$ cat config.mk
export PLATFORM = sky130hd
export DESIGN_NAME = sram_arbiter_2_1_flat
export DESIGN_NICKNAME = d
export VERILOG_FILES = /design/src/rtl/sram_arbiter_2_1_pkg.sv /design/src/rtl/sram_arbiter_2_1_if.sv /design/src/rtl/sram_arbiter_2_1_owner_fifo.sv /design/src/rtl/sram_arbiter_2_1.sv /design/src/flat_wrapper.sv
export SDC_FILE = /design/constraint.sdc
export NUM_CORES = 1
export LEC_CHECK = 0
export BUFFER_PORTS_ARGS = -buffer_cell sky130_fd_sc_hd__buf_2
export CORE_AREA = 2 2 118 120
export CTS_BUF_LIST = sky130_fd_sc_hd__clkbuf_4
export CTS_CLUSTER_DIAMETER = 100
export DETAILED_ROUTE_END_ITERATION = 16
export DIE_AREA = 0 0 120 122
export PLACE_DENSITY = 0.5
export RECOVER_POWER = 50
export SLEW_MARGIN = 20
export SYNTH_ARGS = -nofsm -noshare
export SYNTH_HDL_FRONTEND = slang
export SYNTH_SLANG_ARGS = --single-unit
$ cat constraint.sdc
create_clock -name clk -period 5.2 [get_ports clk]
set_clock_uncertainty 0.15 [all_clocks]
set_input_delay 0.26 -clock clk [delete_from_list [all_inputs] [get_ports clk]]
set_output_delay 0.26 -clock clk [all_outputs]
set_load 0.02 [all_outputs]
$ cat src/rtl/sram_arbiter_2_1_pkg.sv
// ============================================================================
// Module  : sram_arbiter_2_1_pkg
// Brief   : Shared owner/state encodings for the 2:1 SRAM arbiter.
// Revision: 1.0 - initial release
// ============================================================================
`default_nettype none

package sram_arbiter_2_1_pkg;

  typedef enum logic {
    OWNER_INST = 1'b0,
    OWNER_DATA = 1'b1
  } owner_e;

  typedef enum logic {
    ST_IDLE = 1'b0,
    ST_LOCK = 1'b1
  } state_e;

  function automatic owner_e other_owner(input owner_e o);
    return (o == OWNER_INST) ? OWNER_DATA : OWNER_INST;
  endfunction

endpackage

`default_nettype wire

$ cat src/rtl/sram_arbiter_2_1_if.sv
// ============================================================================
// Module  : sram_arbiter_2_1_if
// Brief   : SRAM-like request/response bus with master and slave views.
// Revision: 1.0 - initial release
// ============================================================================
`default_nettype none

interface sram_arbiter_2_1_if;
  logic        req;
  logic        wr;
  logic [1:0]  size;
  logic [31:0] addr;
  logic [31:0] wdata;
  logic [31:0] rdata;
  logic        addr_ok;
  logic        data_ok;

  modport master (
    output req, wr, size, addr, wdata,
    input  rdata, addr_ok, data_ok
  );

  modport slave (
    input  req, wr, size, addr, wdata,
    output rdata, addr_ok, data_ok
  );
endinterface

`default_nettype wire

$ cat src/rtl/sram_arbiter_2_1_owner_fifo.sv
// ============================================================================
// Module  : owner_fifo
// Brief   : Synchronous 1-bit-wide FIFO recording the owner of each accepted
//           transaction; asynchronous active-low clear.
// Revision: 1.0 - initial release
// ============================================================================
`default_nettype none

module owner_fifo #(
  parameter int DEPTH = 2
) (
  input  wire logic clk,
  input  wire logic resetn,
  input  wire logic push,
  input  wire logic pop,
  input  wire logic din,
  output logic      dout,
  output logic      full,
  output logic      empty
);

  localparam int PTR_W = (DEPTH > 1) ? $clog2(DEPTH) : 1;
  localparam int CNT_W = $clog2(DEPTH + 1);

  logic [DEPTH-1:0] r_mem;
  logic [PTR_W-1:0] r_wr_ptr;
  logic [PTR_W-1:0] r_rd_ptr;
  logic [CNT_W-1:0] r_count;
  logic             w_push_en;
  logic             w_pop_en;

  function automatic logic [PTR_W-1:0] next_ptr(input logic [PTR_W-1:0] p);
    return (p == PTR_W'(DEPTH - 1)) ? '0 : p + PTR_W'(1);
  endfunction

  assign full      = (r_count == CNT_W'(DEPTH));
  assign empty     = (r_count == '0);
  assign w_push_en = push & ~full;
  assign w_pop_en  = pop & ~empty;
  assign dout      = r_mem[r_rd_ptr];

  always_ff @(posedge clk) begin
    if (w_push_en) begin
      r_mem[r_wr_ptr] <= din;
    end
  end

  always_ff @(posedge clk or negedge resetn) begin
    if (!resetn) begin
      r_wr_ptr <= '0;
      r_rd_ptr <= '0;
      r_count  <= '0;
    end else begin
      if (w_push_en) r_wr_ptr <= next_ptr(r_wr_ptr);
      if (w_pop_en)  r_rd_ptr <= next_ptr(r_rd_ptr);
      case ({w_push_en, w_pop_en})
        2'b10:   r_count <= r_count + CNT_W'(1);
        2'b01:   r_count <= r_count - CNT_W'(1);
        default: r_count <= r_count;
      endcase
    end
  end

endmodule

`default_nettype wire

$ cat src/rtl/sram_arbiter_2_1.sv
// ============================================================================
// Module  : sram_arbiter_2_1
// Brief   : Arbitrates inst/data SRAM masters onto one slave port, locking the
//           grant while a request waits and routing in-order responses back.
//           Define ARB_ROUND_ROBIN_EN for round-robin instead of data>inst.
// Revision: 1.0 - initial release
// ============================================================================
`default_nettype none

module sram_arbiter_2_1
  import sram_arbiter_2_1_pkg::*;
#(
  parameter int OUTSTANDING = 2
) (
  input  wire logic         clk,
  input  wire logic         resetn,
  sram_arbiter_2_1_if.slave  inst,
  sram_arbiter_2_1_if.slave  data,
  sram_arbiter_2_1_if.master wrap
);

  state_e r_state;
  state_e w_state_nxt;
  owner_e r_grant;
  owner_e w_grant_nxt;
  owner_e w_arb_pick;
  owner_e w_owner;
  logic   w_owner_req;
  logic   w_wrap_req;
  logic   w_push;
  logic   w_pop;
  logic   w_fifo_full;
  logic   w_fifo_empty;
  logic   w_head;
  logic   w_inst_dok;
  logic   w_data_dok;

`ifdef ARB_ROUND_ROBIN_EN
  owner_e r_last;

  always_ff @(posedge clk or negedge resetn) begin
    if (!resetn) begin
      r_last <= OWNER_INST;
    end else if (w_push) begin
      r_last <= w_owner;
    end
  end
`endif

  always_comb begin
    w_arb_pick = OWNER_INST;
    if (inst.req && data.req) begin
`ifdef ARB_ROUND_ROBIN_EN
      w_arb_pick = other_owner(r_last);
`else
      w_arb_pick = OWNER_DATA;
`endif
    end else if (data.req) begin
      w_arb_pick = OWNER_DATA;
    end
  end

  // Once a request has been presented but not accepted, the owner is frozen.
  assign w_owner     = (r_state == ST_LOCK) ? r_grant : w_arb_pick;
  assign w_owner_req = (w_owner == OWNER_DATA) ? data.req : inst.req;
  assign w_wrap_req  = w_owner_req & ~w_fifo_full;
  assign w_push      = w_wrap_req & wrap.addr_ok;
  assign w_pop       = wrap.data_ok & ~w_fifo_empty;

  always_ff @(posedge clk or negedge resetn) begin
    if (!resetn) begin
      r_state <= ST_IDLE;
      r_grant <= OWNER_INST;
    end else begin
      r_state <= w_state_nxt;
      r_grant <= w_grant_nxt;
    end
  end

  always_comb begin
    w_state_nxt = r_state;
    w_grant_nxt = r_grant;
    case (r_state)
      ST_IDLE: begin
        if (!w_push && w_wrap_req) begin
          w_state_nxt = ST_LOCK;
          w_grant_nxt = w_owner;
        end
      end
      ST_LOCK: begin
        // A dropped request abandons the lock without pushing anything.
        if (w_push || !w_owner_req) begin
          w_state_nxt = ST_IDLE;
        end
      end
      default: w_state_nxt = ST_IDLE;
    endcase
  end

  owner_fifo #(
    .DEPTH (OUTSTANDING)
  ) u_owner_fifo (
    .clk    (clk),
    .resetn (resetn),
    .push   (w_push),
    .pop    (w_pop),
    .din    (w_owner == OWNER_DATA),
    .dout   (w_head),
    .full   (w_fifo_full),
    .empty  (w_fifo_empty)
  );

  assign wrap.req   = w_wrap_req;
  assign wrap.wr    = (w_owner == OWNER_DATA) ? data.wr    : inst.wr;
  assign wrap.size  = (w_owner == OWNER_DATA) ? data.size  : inst.size;
  assign wrap.addr  = (w_owner == OWNER_DATA) ? data.addr  : inst.addr;
  assign wrap.wdata = (w_owner == OWNER_DATA) ? data.wdata : inst.wdata;

  assign inst.addr_ok = w_push & (w_owner == OWNER_INST);
  assign data.addr_ok = w_push & (w_owner == OWNER_DATA);

  assign w_inst_dok   = w_pop & ~w_head;
  assign w_data_dok   = w_pop & w_head;
  assign inst.data_ok = w_inst_dok;
  assign data.data_ok = w_data_dok;
  assign inst.rdata   = w_inst_dok ? wrap.rdata : 32'd0;
  assign data.rdata   = w_data_dok ? wrap.rdata : 32'd0;

endmodule

`default_nettype wire
$ cat src/flat_wrapper.sv
// flat-port wrapper written by rule: the top's interface ports become plain ports
module sram_arbiter_2_1_flat import sram_arbiter_2_1_pkg::*;
#(
  parameter int OUTSTANDING = 2
)
  (clk, resetn, inst_req, inst_wr, inst_size, inst_addr, inst_wdata, inst_rdata, inst_addr_ok, inst_data_ok, data_req, data_wr, data_size, data_addr, data_wdata, data_rdata, data_addr_ok, data_data_ok, wrap_req, wrap_wr, wrap_size, wrap_addr, wrap_wdata, wrap_rdata, wrap_addr_ok, wrap_data_ok);
  sram_arbiter_2_1_if inst_i ();
  sram_arbiter_2_1_if data_i ();
  sram_arbiter_2_1_if wrap_i ();
  input  wire logic clk;
  input  wire logic resetn;
  input wire logic [$bits(inst_i.req)-1:0] inst_req;
  input wire logic [$bits(inst_i.wr)-1:0] inst_wr;
  input wire logic [$bits(inst_i.size)-1:0] inst_size;
  input wire logic [$bits(inst_i.addr)-1:0] inst_addr;
  input wire logic [$bits(inst_i.wdata)-1:0] inst_wdata;
  output wire logic [$bits(inst_i.rdata)-1:0] inst_rdata;
  output wire logic [$bits(inst_i.addr_ok)-1:0] inst_addr_ok;
  output wire logic [$bits(inst_i.data_ok)-1:0] inst_data_ok;
  input wire logic [$bits(data_i.req)-1:0] data_req;
  input wire logic [$bits(data_i.wr)-1:0] data_wr;
  input wire logic [$bits(data_i.size)-1:0] data_size;
  input wire logic [$bits(data_i.addr)-1:0] data_addr;
  input wire logic [$bits(data_i.wdata)-1:0] data_wdata;
  output wire logic [$bits(data_i.rdata)-1:0] data_rdata;
  output wire logic [$bits(data_i.addr_ok)-1:0] data_addr_ok;
  output wire logic [$bits(data_i.data_ok)-1:0] data_data_ok;
  output wire logic [$bits(wrap_i.req)-1:0] wrap_req;
  output wire logic [$bits(wrap_i.wr)-1:0] wrap_wr;
  output wire logic [$bits(wrap_i.size)-1:0] wrap_size;
  output wire logic [$bits(wrap_i.addr)-1:0] wrap_addr;
  output wire logic [$bits(wrap_i.wdata)-1:0] wrap_wdata;
  input wire logic [$bits(wrap_i.rdata)-1:0] wrap_rdata;
  input wire logic [$bits(wrap_i.addr_ok)-1:0] wrap_addr_ok;
  input wire logic [$bits(wrap_i.data_ok)-1:0] wrap_data_ok;
  assign inst_i.req = inst_req;
  assign inst_i.wr = inst_wr;
  assign inst_i.size = inst_size;
  assign inst_i.addr = inst_addr;
  assign inst_i.wdata = inst_wdata;
  assign inst_rdata = inst_i.rdata;
  assign inst_addr_ok = inst_i.addr_ok;
  assign inst_data_ok = inst_i.data_ok;
  assign data_i.req = data_req;
  assign data_i.wr = data_wr;
  assign data_i.size = data_size;
  assign data_i.addr = data_addr;
  assign data_i.wdata = data_wdata;
  assign data_rdata = data_i.rdata;
  assign data_addr_ok = data_i.addr_ok;
  assign data_data_ok = data_i.data_ok;
  assign wrap_req = wrap_i.req;
  assign wrap_wr = wrap_i.wr;
  assign wrap_size = wrap_i.size;
  assign wrap_addr = wrap_i.addr;
  assign wrap_wdata = wrap_i.wdata;
  assign wrap_i.rdata = wrap_rdata;
  assign wrap_i.addr_ok = wrap_addr_ok;
  assign wrap_i.data_ok = wrap_data_ok;
  sram_arbiter_2_1 #(.OUTSTANDING(OUTSTANDING)) u_core (.clk(clk), .resetn(resetn), .inst(inst_i), .data(data_i), .wrap(wrap_i));
endmodule
After elaboration in Yosys (flattened, before gate mapping)
Index checks and enable logic that the tools add are counted.
- add/subtract/negate cells: 4
- magnitude comparators: 3
- eq/ne operators: 3
- mux-type cells: 21
- bitwise operators: 14
- reductions and logical operators: 9
- operators with widths (kind ; number):
    $mux 32 ; 4
    $mux 1 ; 12
    $and 1x1->1 ; 9
    $not 1->1 ; 5
    $eq 2x2->1 const B ; 2
    $lt 1x2->1 const B ; 2
    $pmux 2 s2 ; 1
    $logic_and 1x1->1 ; 3
    $add 1x1->1 const B ; 2
    $add 2x1->2 const B ; 1
    $bwmux 2 ; 1
    $eq 2x1->1 const B ; 1
    $logic_not 1->1 ; 2
    $logic_not 2->1 ; 1
    $mux 2 ; 1
    $pmux 1 s2 ; 1
    $reduce_and 2->1 ; 1
    $reduce_bool 2->1 ; 1
    $sub 2x1->2 const B ; 1
    $demux 1 s1 ; 1
    $ge 1x1->1 const B ; 1
    $logic_or 1x1->1 ; 1
- flip-flop bits (word level): 8
- bits of input ports: 172
- output and inout bits: 136
- word-level logic and storage cells: 60

Longest topological paths before layout
Gate-level depths: netlist of the first run.
- depth after elaboration: 10
- gate-level depth with buffers: 6
- mapped depth without buffers: 6

Cells and area by module
From an unflattened synthesis of the first run, not the netlist that was laid out.
- cell total of the unflattened synthesis: 188
- area, all modules: 1662.8 um2
- modules (own cells, without submodules) (module ; times used ; cells each ; area each (um2)):
    sram_arbiter_2_1 ; 1 ; 167 ; 1395.1
    owner_fifo ; 1 ; 21 ; 267.8

Worst setup path before layout of the first run
Ideal clock, no wire load.
- kind: reg-to-reg
- start: reg u_core.r_grant
- end: reg u_core.u_owner_fifo.r_mem[1] (enable)
- library setup time: 0.294 ns
- arrival time: 1.439 ns
- required time: 4.756 ns
- slack: 3.317 ns
- cell stages (with the launch flop): 4
- buffers on the path: 0
- path through: dfrtp_1 mux2i_1 a211oi_1 and3_1
- word-level cells in the longest chain between the ends: 5
- ends and longest elaborated chain (item ; RTL line ; source):
    start: declaration ; sram_arbiter_2_1.sv:24 ; owner_e r_grant;
    start signal: assignment ; sram_arbiter_2_1.sv:76 ; r_grant <= w_grant_nxt;
    $mux 1 ; sram_arbiter_2_1.sv:64 ; assign w_owner = (r_state == ST_LOCK) ? r_grant : w_arb_pick;
    $mux 1 ; sram_arbiter_2_1.sv:65 ; assign w_owner_req = (w_owner == OWNER_DATA) ? data.req : inst.req;
    $and 1x1->1 ; sram_arbiter_2_1.sv:66 ; assign w_wrap_req = w_owner_req & ~w_fifo_full;
    via wrap_req ; flat_wrapper.sv:28 ; output wire logic [$bits(wrap_i.req)-1:0] wrap_req;
    $and 1x1->1 ; sram_arbiter_2_1.sv:67 ; assign w_push = w_wrap_req & wrap.addr_ok;
    $and 1x1->1 ; sram_arbiter_2_1_owner_fifo.sv:38 ; assign w_push_en = push & ~full;
    end signal: indexed assignment ; sram_arbiter_2_1_owner_fifo.sv:44 ; r_mem[r_wr_ptr] <= din;
    end: declaration ; sram_arbiter_2_1_owner_fifo.sv:25 ; logic [DEPTH-1:0] r_mem;
The timed path passes the listed nets, and every way through them passes these cells.
A chain may end at the register's enable or synchronous reset.

Worst setup path after layout of the first run
- start: reg u_core.r_state
- end: out wrap_wdata[29]
- word-level cells in the longest chain between the ends: 2
- ends and longest elaborated chain (item ; RTL line ; source):
    start: declaration ; sram_arbiter_2_1.sv:22 ; state_e r_state;
    start signal: assignment ; sram_arbiter_2_1.sv:75 ; r_state <= w_state_nxt;
    $mux 1 ; sram_arbiter_2_1.sv:64 ;
    $mux 32 ; sram_arbiter_2_1.sv:117 ; assign wrap.wdata = (w_owner == OWNER_DATA) ? data.wdata : inst.wdata;
    end: declaration ; flat_wrapper.sv:32 ; output wire logic [$bits(wrap_i.wdata)-1:0] wrap_wdata;
Every way passes these cells.

==> flow_summary.ini, run 1 <==
[worst_setup_path]
arrival_ns = 2.82
path_max_fanout = 39
path_class = flop to output port
r2r_cells = 3
end_kind = output port
required_ns = 4.79
cp-start-kind = flop

[clocking]
cts_resized = 0
cts_tree = built
cts.sinks = 8
cts_buffers = 3
clockBufferDepth = 2
htreeDepth = 1
clk_latency_ns = 0.24
root_buffer = clkbuf_4
path_clk_slew_ns = 0.05

[yosys]
netlist_area_um2 = 1670
synth.distinct_cells = 26
synth_cells = 186
synth_seq_cells = 8
yosysSeqAreaShare = 0.126
avgSynthCellArea_um2 = 8.97
synth_area_leaders = mux2_2 45%, and2_1 24%, dfrtp_1 9.0%
synth-warning-count = 0
synth_fp_nets = 359
synth_top_area_frac = 0.452
synth_top_area_cell = mux2_2

[routing]
wl_met2_mm = 4.63
vias = 2572
route.antenna.remaining_nets = 0
first_pass_iters = 4
drt_iter0_markers = 27
met3_length_um = 968
wl_met1_mm = 3.59
routedWlPerCell_um = 13.8
drcViolationCount = 0
maxUsedRoutingLayer = met4
wirelength_mm = 9.23
drt-vias-per-instance = 3.86

[power]
p_leak_uw = 0.00177
total_power_uw = 1330
p_per_area_nw_per_um2 = 397
p_sw_frac = 0.553
power.internal_uw = 595
p_clk_frac = 0.034
power_frac_seq = 0.100
comb_power_share = 0.865
p_sw_uw = 735
vdd_drop_max_mv = 0.196

[run]
cap_violations = 0

[sta]
setup_viol = 0
finalCriticalPeriod_ns = 3.23
whs_ns = 0.108
drv_slew = 0
hold_viol_final = 0
tightest_slew_ns = 1.05
fin_crit_sh = 0.621
grt_setup_unrepaired = false
max_slew_margin = 0.288
fin_tns_setup_ns = 0
fmax_ghz = 0.310

[finish]
synthToLayoutAreaGrowth_pct = 101
drive_gt1_frac = 0.693
final_cells = 667
final_nets = 661
num-fill-cells = 1515
regArea_um2 = 210
multiInputGateArea_um2 = 1370

[grt]
grt_pass1_wl_mm = 12.8
grt_pass1_vias = 2387
overflow = 0
track_usage = 0.110
grt_max_degree = 40
grt_antenna_before_repair = 1

[floorplanning]
core_um2 = 13500
dieArea_um2 = 14600
io_pins = 308
initial_utilization = 0.124
num_rows = 43
die_y_um = 122
die_w_um = 120

[min_path]
hold_depth = 2
hold_class = primary input to flop

[placement]
hpwl_mm = 8.20
gp_congestion = 0.861
numPortBuffers = 307
dp_cells = 662

[outcome]
status = complete, no violations
## power by group through the flow
stage / clock network (uW) / logic [uW] / registers (uW)
6_report: 45.4 / 1150 / 133
5_1_grt: 52.1 / 1230 / 136
3_5_place_dp: 0 / 1180 / 134
4_1_cts: 48.1 / 1180 / 134
2_1_floorplan: 0 / 824 / 119
3_3_place_gp: 0 / 1170 / 130
## layer usage
layer,track usage,up-vias
met2,0.208,180
li1,-,1239
met4,0.0199,0
met5,0,-
met3,0.0220,2
met1,0.130,1151
## kinds of logic (layout without fill, tap and decap cells)
| family | count (synthesis) | after routing | synth area share |
|---|---|---|---|
| and+or+nand+nor | 78 | 78 | 0.280 |
| muxes | 70 | 70 | 0.478 |
| buffers and inverters | 17 | 317 | 0.0510 |
| DFF | 8 | 8 | 0.126 |
| AOI/OAI and AO/OA | 7 | 7 | 0.0315 |
| xor gates and xnor gates | 5 | 5 | 0.0263 |
| adders and majority gates | 1 | 1 | 0.00750 |
| other | 0 | 1 | 0 |
## final timing paths
path | start | end | slack [ns]
worst max register to register | u_core.r_state | u_core.u_owner_fifo.r_mem[0] | 2.62
worst max-delay path | u_core.r_state | wrap_wdata[29] | 1.97
worst min-delay path | wrap_addr_ok | u_core.r_state | 0.11
max in group asynchronous | resetn | u_core.u_owner_fifo.r_rd_ptr | 4.34
worst min register to register | u_core.u_owner_fifo.r_rd_ptr | u_core.u_owner_fifo.r_rd_ptr | 0.35
min in group asynchronous | resetn | u_core.r_grant | 0.30
## stage by stage
step / utilization / setup WS [ns] / cell area, um2
floorplan: - / 3.32 / 1670
global placement: 0.250 / 2.28 / 3380
detailed placement: 0.250 / 2.16 / 3380
CTS: 0.253 / 1.90 / 3410
global route: 0.248 / 1.77 / 3350
finish: 0.248 / 1.97 / 3350
## placed cells by master (no fill, tap or decap), types with 2 or more instances in the layout
| cell | Yosys | final |
|---|---|---|
| clkbuf_4 | 0 | 3 |
| nor2_1 | 7 | 7 |
| and2_1 | 64 | 45 |
| clkbuf_1 | 6 | 44 |
| buf_2 | 5 | 265 |
| mux2_2 | 67 | 67 |
| edfxtp_1 | 2 | 2 |
| nor2b_1 | 2 | 2 |
| xnor2_1 | 4 | 4 |
| and2_0 | 0 | 19 |
| mux2i_1 | 2 | 2 |
| nand2b_1 | 2 | 2 |
| a211oi_1 | 2 | 2 |
| inv_1 | 3 | 3 |
| dfrtp_1 | 6 | 6 |
## synth_stat cells, drive strengths merged
master   n
mux2    67
and2    64
buf      8
nor2     7
clkbuf   6
dfrtp    6
xnor2    4
inv      3
mux2i    3
a211oi   2
edfxtp   2
nand2b   2
nor2b    2
a2111o   1
a21oi    1
a32o     1
and3     1
ha       1
nand2    1
nand3    1
o21ai    1
o22ai    1
xor2     1
## worst max-delay path, stage by stage (launching register included)
cell	delay (ns)
dfrtp_1	0.50
mux2i_4	0.92
buf_4	0.55
mux2_2	0.41
buf_2	0.17
## registers in the layout (all words and copies together) (netlist names)
| name | cells |
|---|---|
| u_core.u_owner_fifo.r_mem | 2 |
| u_core.u_owner_fifo.r_wr_ptr | 1 |
| u_core.u_owner_fifo.r_rd_ptr | 1 |
| u_core.r_state | 1 |
| u_core.u_owner_fifo.r_count | 2 |
| u_core.r_grant | 1 |
## cell type report
type                    count  area share
well taps                 180      0.0672
flip-flops and latches      8      0.0627
inverters                   3     0.00336
multi-input cells         161       0.409
diodes                      1    0.000746
repair buffers            311       0.450
clock buffers               3     0.00672
## what timing repair did
action	CTS	global route
hold buffers	1	0
hold endpoints to repair	6	0
setup buffers	0	0
Power figures use the tool's default switching activity.
==> run 2: changes to the inputs <==
Settings changed: CORE_AREA 2 2 118 120 to 2 2 119 121, DIE_AREA 0 0 120 122 to 0 0 121 123, PLACE_DENSITY 0.5 to 0.51.
Clock period 5.2 ns to 2.69 ns, I/O delays scaled along.
==> run 2 against run 1 <==
  * Worst hold slack lost 0.045 ns
  * Register-to-register slack got worse by 1.8 ns
  * Combinational power up 93%
  * Via count decreased by 1.7%
  * Final cell count up 0.30%
  * Global-route usage decreased by 0.95 points
  * Clock power rose to 2.5 times the previous value
  * Total power increased by 94%
  * Critical path type unchanged
  * Critical endpoint unchanged
  * Highest routed layer unchanged
==> flow_summary.ini, run 2 (synthesis results as in run 1) <==
[clocking]
cts_resized = 0
cts_buffers = 3
clockBufferDepth = 2
cts_tree = built
htreeDepth = 1
cts.sinks = 8
clk_latency_ns = 0.26
holdBufCountCts = 2
root_buffer = clkbuf_4
path_clk_slew_ns = 0.06
cts_setup_buffers = 0

[placement]
numPortBuffers = 307
dp_cells = 663
gp_congestion = 0.790
hpwl_mm = 7.81

[finish]
mostFrequentLayoutCells = 250 x buf_2, 67 x mux2_2, 60 x and2_1
drive_gt1_frac = 0.663
final_nets = 663
largest_registers = u_core.u_owner_fifo.r_count x2, u_core.u_owner_fifo.r_mem x2
final_cells = 669
diodes = 0
layout_commonest_cell = buf_2
final_util = 0.247
num-fill-cells = 1544
synthToLayoutAreaGrowth_pct = 101

[power]
p_sw_frac = 0.547
p_clk_frac = 0.045
total_power_uw = 2580
power.internal_uw = 1170
p_sw_uw = 1410
p_leak_uw = 0.00175
power_frac_seq = 0.095
comb_power_share = 0.861
vdd_drop_max_mv = 0.343
p_per_area_nw_per_um2 = 768

[grt]
grt_pass1_vias = 2215
grt_max_degree = 60
overflow = 0
grt_antenna_before_repair = 0
grt_pass1_wl_mm = 11.6
track_usage = 0.101

[sta]
max_slew_margin = 0.657
drv_slew = 0
finalCriticalPeriod_ns = 2.38
hold_viol_final = 0
setup_viol = 0
fmax_ghz = 0.421
tightest_slew_ns = 0.514
fin_tns_setup_ns = 0
fin_crit_sh = 0.884
grt_setup_unrepaired = false

[floorplanning]
io_pins = 308
die_w_um = 121
num_rows = 43
dieArea_um2 = 14900
die_y_um = 123
core_um2 = 13600
initial_utilization = 0.123

[routing]
drt_iter0_markers = 40
drcViolationCount = 0
first_pass_iters = 4
routedWlPerCell_um = 13.2
drt-vias-per-instance = 3.78
route.antenna.remaining_nets = 0
wirelength_mm = 8.85
vias = 2527

[worst_setup_path]
end_kind = output port
max_stage_delay_ns = 0.46
cp-start-kind = flop
slowest_stage = dfrtp_1
r2r_slack_ns = 0.78
worst-path-buf-inv = 2
cp_cell_sequence = mux2i_1, clkbuf_1, mux2_2, buf_2
path_class = flop to output port
r2r_cells = 5
arrival_ns = 2.09
worst-path-stages = 4
required_ns = 2.41
cpLargestDelayFamily = multiplexers
path_max_fanout = 10

[run]
cap_violations = 0

[min_path]
hold_class = primary input to flop
hold_depth = 3

[outcome]
status = complete, no violations
run 2: cell count changes in the layout (fill, tap and decap cells not counted), sizes merged:
cell / before / now
buf: 266 / 251
diode: 1 / 0
clkbuf: 47 / 64
dlygate4sd3: 1 / 2
run 2: worst paths after layout:
check	from	end
worst max-delay path	u_core.r_state	wrap_wdata[29]
worst min-delay path	inst_req	u_core.r_grant
worst max register to register	u_core.r_grant	u_core.u_owner_fifo.r_count[1]
worst min register to register	u_core.u_owner_fifo.r_wr_ptr	u_core.u_owner_fifo.r_wr_ptr
max in group asynchronous	resetn	u_core.u_owner_fifo.r_count[1]
min in group asynchronous	resetn	u_core.u_owner_fifo.r_wr_ptr
run 2: layer usage:
layer	global-route usage	up-vias	routed length, um
met1	0.109	1087	3190
met3	0.0249	9	1050
li1	-	1242	-
met4	0.0240	0	117
met2	0.197	189	4500
met5	0	-	0
run 2: through the flow:
stage / cell area (um2) / hold slack (ns) / worst slack [ns]
finish: 3360 / 0.0634 / 0.312
global route: 3360 / 0.0439 / 0.168
CTS: 3450 / 0.0517 / 0.394
detailed placement: 3400 / -0.174 / 0.695
global placement: 3400 / -0.177 / 0.692
floorplan: 1670 / -0.311 / 0.807
run 2: worst reg2reg max path: stages, from the launching register on:
cell	delay, ns
dfrtp_1	0.42
mux2i_1	0.16
a2111o_1	0.50
ha_1	0.33
nor2_1	0.13
xor2_1	0.14
run 2: power groups by stage:
stage	clock (uW)	combinational, uW	sequential [uW]
after floorplan	0	1590	230
after global placement	0	2310	255
after detailed placement	0	2300	255
after CTS	120	2310	253
after global routing	128	2360	253
final	115	2220	244
run 2: cell type report:
class	instances	area, um2	share of cell area
repair buffers	313	1520	0.453
multi-input cells	161	1360	0.405
well taps	180	225	0.0671
flip-flops and latches	8	210	0.0626
clock buffers	4	30.0	0.00895
inverters	3	11.3	0.00336
==> run 3: changes to the inputs <==
Settings changed: ABC_AREA from default to 1, CORE_AREA 2 2 119 121 to 2 2 121 123, DIE_AREA 0 0 121 123 to 0 0 123 125, PLACE_DENSITY 0.51 to 0.5, RECOVER_POWER 50 to 100, SETUP_SLACK_MARGIN from default to 0.2.
==> run 3 against run 2 <==
  * Worst hold slack gained 0.024 ns
  * Area after synthesis grew 1.7%
  * Die area grew 3.3%
  * Wire length grew 7.2%
  * Critical path depth grew 3
  * Synthesized cell count grew 100%
  * Final cell count grew 28%
  * Non-clock buffer count shrank 2
  * Largest cell class unchanged
==> flow_summary.ini, run 3 <==
[power]
p_sw_frac = 0.673
p_sw_uw = 1750
comb_power_share = 0.872
power_frac_seq = 0.085
power.internal_uw = 848
total_power_uw = 2590
vdd_drop_max_mv = 0.283
p_clk_frac = 0.043
p_per_area_nw_per_um2 = 803
p_leak_uw = 0.00203

[worst_setup_path]
r2r_start = u_core.r_state
critPathLaunch = u_core.r_state
max_stage_delay_ns = 0.54
path_max_fanout = 71
path_class = flop to output port
r2r_slack_ns = 0.61
crit_top_cell = nand2_1
required_ns = 2.41
end_kind = output port
cp_cell_sequence = inv_1, nand2_1, nand2_1, buf_4, nand2_1, nand2_1, clkbuf_1
cp-start-kind = flop
arrival_ns = 2.00
slowest_stage = buf_4

[grt]
grt_pass1_wl_mm = 13.3
track_usage = 0.108
grt_pass1_vias = 2783
grt_antenna_before_repair = 0
overflow = 0
grt_max_degree = 72

[routing]
drt-vias-per-instance = 3.71
wirelength_mm = 9.49
drcViolationCount = 0
route.antenna.remaining_nets = 0
routedWlPerCell_um = 11.1
drt_iter0_markers = 51
first_pass_iters = 5
vias = 3162

[yosys]
synth_top_area_cell = nand2_1
synthArstFlopShare = 0.750
yosys-top-cells-count = 214 x nand2_1, 71 x nor2_1, 42 x inv_1, 13 x buf_2, 6 x dfrtp_1
synth_cells = 374
synth_top_area_frac = 0.474
synth_seq_cells = 8
synth.distinct_cells = 23
synth_edf_count = 2
netlist_area_um2 = 1700
synth_area_leaders = nand2_1 47%, nor2_1 16%, inv_1 9.3%
synth_ff_type = dfrtp_1
avgSynthCellArea_um2 = 4.53
synth_most_common_cell = nand2_1
yosysSeqAreaShare = 0.124
synth_fp_nets = 547
synth-warning-count = 0

[sta]
fin_crit_sh = 0.848
grt_setup_unrepaired = false
finalWorstSetupSlack_ns = 0.410
fmax_ghz = 0.439
fin_tns_setup_ns = 0
max_slew_margin = 0.522
drv_slew = 0
finalCriticalPeriod_ns = 2.28
hold_viol_final = 0
setup_viol = 0
tightest_slew_ns = 0.717

[floorplanning]
dieArea_um2 = 15400
die_y_um = 125
num_rows = 44
core_um2 = 14200
io_pins = 308
die_w_um = 123
initial_utilization = 0.119

[placement]
post-place-ws_ns = 0.706
numPortBuffers = 307
dp_cells = 848
hpwl_mm = 8.05
gp_congestion = 0.778

[finish]
diodes = 0
layout_commonest_cell = nand2_1
final_nets = 843
synthToLayoutAreaGrowth_pct = 90.6
final_cells = 853
largest_registers = u_core.u_owner_fifo.r_count x2, u_core.u_owner_fifo.r_mem x2
final_util = 0.228
drive_gt1_frac = 0.275
mostFrequentLayoutCells = 215 x nand2_1, 173 x buf_2, 134 x clkbuf_1

[clocking]
cts_buffers = 3
clockBufferDepth = 2
clk_latency_ns = 0.26
cts_tree = built
root_buffer = clkbuf_4
htreeDepth = 1
holdBufCountCts = 1
cts_setup_buffers = 0
cts_resized = 0
path_clk_slew_ns = 0.06
cts.sinks = 8

[min_path]
min_from = wrap_addr_ok
hold_class = primary input to flop

[run]
cap_violations = 0

[outcome]
status = complete, no violations
run 3: layout make-up:
| class | instances | area, um2 |
|---|---|---|
| inverters | 45 | 169 |
| fillers | 1796 | 11000 |
| well taps | 184 | 230 |
| clock buffers | 4 | 30.0 |
| repair buffers | 311 | 1410 |
| flip-flops and latches | 8 | 210 |
| multi-input cells | 301 | 1180 |
run 3: stage by stage:
step	hold slack (ns)	instance area (um2)
after CTS	0.0421	3410
after global placement	-0.173	3370
after floorplan	-0.311	1700
final	0.0869	3230
after detailed placement	-0.173	3370
after global routing	0.115	3230
run 3: final timing paths:
path	end	cells past startpoint
worst max-delay path	wrap_wdata[5]	7
worst min-delay path	u_core.u_owner_fifo.r_wr_ptr	5
worst max register to register	u_core.u_owner_fifo.r_count[1]	8
worst min register to register	u_core.u_owner_fifo.r_wr_ptr	2
max in group asynchronous	u_core.u_owner_fifo.r_count[1]	2
min in group asynchronous	u_core.u_owner_fifo.r_wr_ptr	2
run 3: critical path: cells and delay by family, from the launching register on:
kind | cells | cell delay (ns)
buffers and inverters | 3 | 0.90
flip-flops | 1 | 0.40
AND/OR/NAND/NOR | 4 | 0.39
run 3: power groups by stage:
stage | clock, uW | sequential (uW) | combinational, uW
after floorplan | 0 | 219 | 1630
after global placement | 0 | 226 | 2440
after detailed placement | 0 | 229 | 2430
after CTS | 119 | 226 | 2440
after global routing | 121 | 229 | 2520
final | 113 | 219 | 2260
run 3: metal layers:
metal / part of all wire / global-route usage
met4: 0.020 / 0.0321
met2: 0.49 / 0.211
met5: 0 / 0
met1: 0.38 / 0.115
met3: 0.11 / 0.0214
run 3: cells by family (layout without fill, tap and decap cells):
logic type               Yosys count  after routing  synth area share
AO/OA/AOI/OAI                      4              4            0.0162
XOR/XNOR                           3              3            0.0155
adder cells (fa/ha/maj)            1              1           0.00738
buffers and inverters             65            360             0.173
flip-flops                         8              8             0.124
AND/OR/NAND/NOR                  293            293             0.663
